`config.mk`:
```
export PLATFORM = sky130hd
export DESIGN_NAME = grant_dispatch
export DESIGN_NICKNAME = d
export VERILOG_FILES = /design/src/rtl/grant_dispatch.sv
export SDC_FILE = /design/constraint.sdc
export NUM_CORES = 1
export LEC_CHECK = 0
export ABC_AREA = 1
export BUFFER_PORTS_ARGS = -buffer_cell sky130_fd_sc_hd__buf_2
export CORE_ASPECT_RATIO = 0.7
export CORE_MARGIN = 2
export CORE_UTILIZATION = 40
export DETAILED_ROUTE_END_ITERATION = 8
export PLACE_DENSITY = 0.69
export SYNTH_ARGS = -nofsm -noshare
export SYNTH_HDL_FRONTEND = slang
export SYNTH_SLANG_ARGS = --single-unit
```
`constraint.sdc`:
```
create_clock -name clk_i -period 5.7 [get_ports clk_i]
set_input_delay 1.14 -clock clk_i [delete_from_list [all_inputs] [get_ports clk_i]]
set_output_delay 1.14 -clock clk_i [all_outputs]
set_load 0.005 [all_outputs]
```
`src/rtl/grant_dispatch.sv`:
```
// Turns a one-hot arbiter grant into a single valid/ready transaction, counts completion beats,
// and pulses a per-requester release. Optional grant-integrity check: GRANT_DISPATCH_ONEHOT_CHECK_EN.
module grant_dispatch #(
   parameter int unsigned N     = 32,
   parameter int unsigned IDX_W = 5,
   parameter int unsigned CNT_W = 8
) (
   input  logic             clk_i,
   input  logic             rst_i,
   input  logic [N-1:0]     grant_i,
   input  logic [CNT_W-1:0] beat_len_i,
   output logic             out_valid_o,
   output logic [IDX_W-1:0] out_idx_o,
   output logic [CNT_W-1:0] out_len_o,
   input  logic             out_ready_i,
   input  logic             beat_i,
   output logic             busy_o,
   output logic [N-1:0]     release_o,
   output logic             err_o
);

   typedef enum logic [1:0] {
      IDLE    = 2'd0,
      ISSUE   = 2'd1,
      BUSY    = 2'd2,
      RELEASE = 2'd3
   } state_e;

   state_e           state_q, state_d;
   logic [IDX_W-1:0] idx_q, idx_d;
   logic [CNT_W-1:0] len_q, len_d;
   logic [CNT_W-1:0] cnt_q, cnt_d;
   logic [CNT_W-1:0] cnt_inc;
   logic             busy_q;
   logic [IDX_W-1:0] enc_idx;
   logic             enc_found;

   // Lowest set bit wins on a multi-hot grant.
   always_comb begin
      enc_idx   = '0;
      enc_found = 1'b0;
      for (int unsigned i = 0; i < N; i++) begin
         if (grant_i[i] && !enc_found) begin
            enc_idx   = IDX_W'(i);
            enc_found = 1'b1;
         end
      end
   end

   assign cnt_inc = cnt_q + 1'b1;

   always_comb begin
      state_d = state_q;
      idx_d   = idx_q;
      len_d   = len_q;
      cnt_d   = cnt_q;
      unique case (state_q)
         IDLE: begin
            if (enc_found) begin
               idx_d   = enc_idx;
               len_d   = beat_len_i;
               state_d = ISSUE;
            end
         end
         ISSUE: begin
            if (out_ready_i) begin
               cnt_d   = '0;
               state_d = (len_q == '0) ? RELEASE : BUSY;
            end
         end
         BUSY: begin
            // Exit compare happens on the beat that reaches len, so the counter never wraps.
            if (beat_i) begin
               cnt_d = cnt_inc;
               if (cnt_inc == len_q) state_d = RELEASE;
            end
         end
         RELEASE: state_d = IDLE;
         default: state_d = IDLE;
      endcase
   end

   always_ff @(posedge clk_i) begin
      if (rst_i) begin
         state_q <= IDLE;
         idx_q   <= '0;
         len_q   <= '0;
         cnt_q   <= '0;
         busy_q  <= 1'b0;
      end else begin
         state_q <= state_d;
         idx_q   <= idx_d;
         len_q   <= len_d;
         cnt_q   <= cnt_d;
         busy_q  <= (state_d != IDLE);
      end
   end

   assign out_valid_o = (state_q == ISSUE);
   assign out_idx_o   = idx_q;
   assign out_len_o   = len_q;
   assign busy_o      = busy_q;
   assign release_o   = (state_q == RELEASE) ? ({{(N-1){1'b0}}, 1'b1} << idx_q) : '0;

`ifdef GRANT_DISPATCH_ONEHOT_CHECK_EN
   logic err_q;
   logic multi_hot;

   assign multi_hot = ((grant_i & (grant_i - 1'b1)) != '0);

   always_ff @(posedge clk_i) begin
      if (rst_i) begin
         err_q <= 1'b0;
      end else if (state_q == IDLE && multi_hot) begin
         err_q <= 1'b1;
      end
   end

   assign err_o = err_q;
`else
   assign err_o = 1'b0;
`endif

endmodule

```
==> flow_summary.json <==
{
  "gp_congestion": 0.840,
  "crit_chain": "buf_2 -> nor2_2 -> nand2_1 -> nor2_2 -> nand4_2 -> nor2_2 -> nand4_2 -> nor2_4 -> nand4_2 -> nor2_4 -> nand4_4 -> nor2_4 -> nand4_4 -> nor2_4 -> nand4_4 -> nor2_4 -> nand4_4 -> nand2_2 -> nand2_1 -> nand2_1 -> nor2_1",
  "instances_no_fill": 495,
  "root_buffer": "clkbuf_8",
  "postCtsHoldBufs": 0,
  "post_cts_buffers": 0,
  "fp-row-count": 22,
  "relSlewSlack": 0.592,
  "drive_above_1_share": 0.267,
  "io_pins": 92,
  "r2r_start": "cnt_q[0]$_SDFFE_PP0P_",
  "rr_worst_depth": 12,
  "io_buffer_count": 90,
  "vias": 2499,
  "yosysWarnings": 0,
  "grt_pass1_wl_mm": 9.36,
  "antenna_found_initial": 0,
  "syn_to_final_growth_pct": 25.6,
  "grt_util_all_layers": 0.186,
  "required_ps": 5870,
  "holdPathStages": 2,
  "synthTopCellsByArea": "dfxtp_1 22%, nor2_1 11%, inv_1 9.0%",
  "yosys.area.top_type": "dfxtp_1",
  "rr_endpoint": "busy_o$_SDFF_PP0_",
  "synth_top_area_frac": 0.223,
  "fmax_mhz": 279,
  "reg2reg_slack_ps": 3350,
  "routed_wl_mm": 5.63,
  "synth.avg_cell_area_sq_um": 6.33,
  "yosys.area_share.simple": 0.441,
  "vdd_drop_max_v": 0.0000951,
  "cts_buffer_depth": 2,
  "grt_setup_unrepaired": "false",
  "dp_hpwl_mm": 4.62,
  "synth_edf_count": 0,
  "cp-start-kind": "input port",
  "synth_ff_type": "dfxtp_1",
  "ys_top_cells_by_count": "63 x nor2_1, 52 x inv_1, 52 x nand2_1",
  "die_h_um": 65.5,
  "cts_tree": "done",
  "status": "finished clean",
  "drv_cap": 0,
  "htree_levels": 1,
  "grt_max_degree": 20,
  "synth_most_common_cell": "nor2_1",
  "cts_resized": 0,
  "p_per_area_mw_per_mm2": 168,
  "synth_cell_types": 37,
  "hold_class": "reg -> reg",
  "syn_nets": 391,
  "slowest_delay_ps": 240,
  "cpMostUsedCell": "nor2_4",
  "tightestPinTransition_ps": 612,
  "synth_top_family_by_area": "simple AND/OR/NAND/NOR gates",
  "whs_endpoint": "cnt_q[1]$_SDFFE_PP0P_",
  "synth-seq-cells": 24,
  "critPathBufInv": 1,
  "drt_iter0_drc": 210,
  "worstSetupEndpointType": "register",
  "fp.dieW_um": 91.8,
  "critPathKind": "in -> reg",
  "grt_overflow": 0,
  "timing_hold_violations_final": 0,
  "insertion_delay_ps": 270,
  "initial_core_util": 0.413,
  "fin_crit_ps": 3590,
  "grt_pass1_vias": 2126,
  "drtPass1Iterations": 5,
  "drc": 0,
  "critical-path-top-delay-family": "simple AND/OR/NAND/NOR gates",
  "finalMaxSlewViolations": 0,
  "hold_start": "cnt_q[1]$_SDFFE_PP0P_",
  "synthAdderAreaFrac": 0.0348,
  "finalPower_mw": 0.457,
  "crit_fanout": 18,
  "detail_route.wl_per_cell_um": 11.4,
  "synthMuxAreaShare": 0,
  "ys_seq_area_frac": 0.223,
  "synth_area_sq_mm": 0.00216,
  "clk_pin_slew_ps": 90,
  "setup_viol": 0,
  "n_antenna_cell": 0,
  "synth-compound-area-share": 0.149,
  "cp.arrival_ps": 3750,
  "syn_inst": 341,
  "ant_nets": 0,
  "cts_buffers": 3,
  "synth-xor-area-share": 0.0284,
  "clkSinkCount": 24,
  "setup-tns-final_ps": 0,
  "period_share": 0.629,
  "viasPerCell": 5.05,
  "dp.cells": 491,
  "synth-async-reset-ratio": 0,
  "core_sq_mm": 0.00523,
  "finClkSkew_ps": 1.39,
  "final_nets": 474,
  "cpMaxStageDelayCell": "nand4_4",
  "dieArea_sq_mm": 0.00601,
  "leakage_nw": 1.40
}
==> how the worst max path moves through the flow <==
stage	to	from	cells past startpoint
floorplan	out_idx_o[0]$_SDFFE_PP0P_	grant_i[1]	19
global placement	out_idx_o[1]$_SDFFE_PP0P_	grant_i[1]	21
detailed placement	out_idx_o[1]$_SDFFE_PP0P_	grant_i[1]	21
CTS	out_idx_o[1]$_SDFFE_PP0P_	grant_i[1]	21
global route	out_idx_o[2]$_SDFFE_PP0P_	grant_i[2]	21
finish	out_idx_o[2]$_SDFFE_PP0P_	grant_i[1]	21
==> worst register-to-register path, delay by kind of cell, from the launching register on <==
| family | cells | cell delay [ps] |
|---|---|---|
| adders and majority gates | 1 | 190 |
| AOI/OAI and AO/OA | 5 | 1140 |
| buffers and inverters | 1 | 110 |
| xor gates and xnor gates | 1 | 130 |
| DFF | 1 | 420 |
| and+or+nand+nor | 4 | 300 |
==> power breakdown <==
| group | switching [mW] | internal (mW) | leakage (nW) |
|---|---|---|---|
| Combinational | 0.0660 | 0.0447 | 1.17 |
| Clock | 0.0565 | 0.0939 | 0.0357 |
| Sequential | 0.0168 | 0.179 | 0.197 |
==> cell type report <==
class / instances / area [sq um]
clock buffers: 3 / 41.3
clock inverters: 1 / 30.0
fillers: 529 / 2520
inverters: 55 / 206
multi-input cells: 250 / 1410
flip-flops and latches: 24 / 480
well taps: 72 / 90.1
repair buffers: 90 / 450
==> cell usage in the layout, fill, tap and decap left out, drive strengths merged <==
cell      n
nor3      5
o211ai    3
inv      52
a21oi    23
a41oi     1
xnor2     3
and3      1
a21boi    1
nor4      2
o221ai    1
nand2    53
buf      90
bufinv    1
nor2     72
dfxtp    24
clkinv    3
o21bai    1
conb      1
nand4    31
a211oi    2
o21ai    12
nand3b    8
a2bb2oi   1
ha        6
a31o      2
clkbuf    3
nand3    11
a2111oi   1
o21a      2
xor2      4
o41ai     3
==> metrics by stage <==
stage	util	setup slack (ps)	hold slack [ps]	area [sq um]
after floorplan	-	2320	463	2160
after global placement	0.505	1970	486	2640
after detailed placement	0.505	1810	490	2640
after CTS	0.518	2110	505	2710
after global routing	0.518	1710	543	2710
final	0.518	2110	504	2710
==> sequential cells by signal (all words and copies together), names as in the netlist <==
name and flops:
out_idx_o 5, busy_o 1, cnt_q 8, out_len_o 8, state_q 2
==> logic make-up after synthesis <==
logic type | Yosys count
AND/OR/NAND/NOR | 183
buffers and inverters | 67
AO/OA/AOI/OAI | 53
flip-flops | 24
XOR/XNOR | 7
adder cells (fa/ha/maj) | 6
other | 1
==> layer usage <==
layer  track usage  vias up  routed length [um]
li1              -     1298                   -
met1         0.284     1094                2870
met2         0.280      100                2350
met3        0.0298        7                 369
met4        0.0243        0                  36
met5             0        -                   0
(Power assumes the default switching activity.)
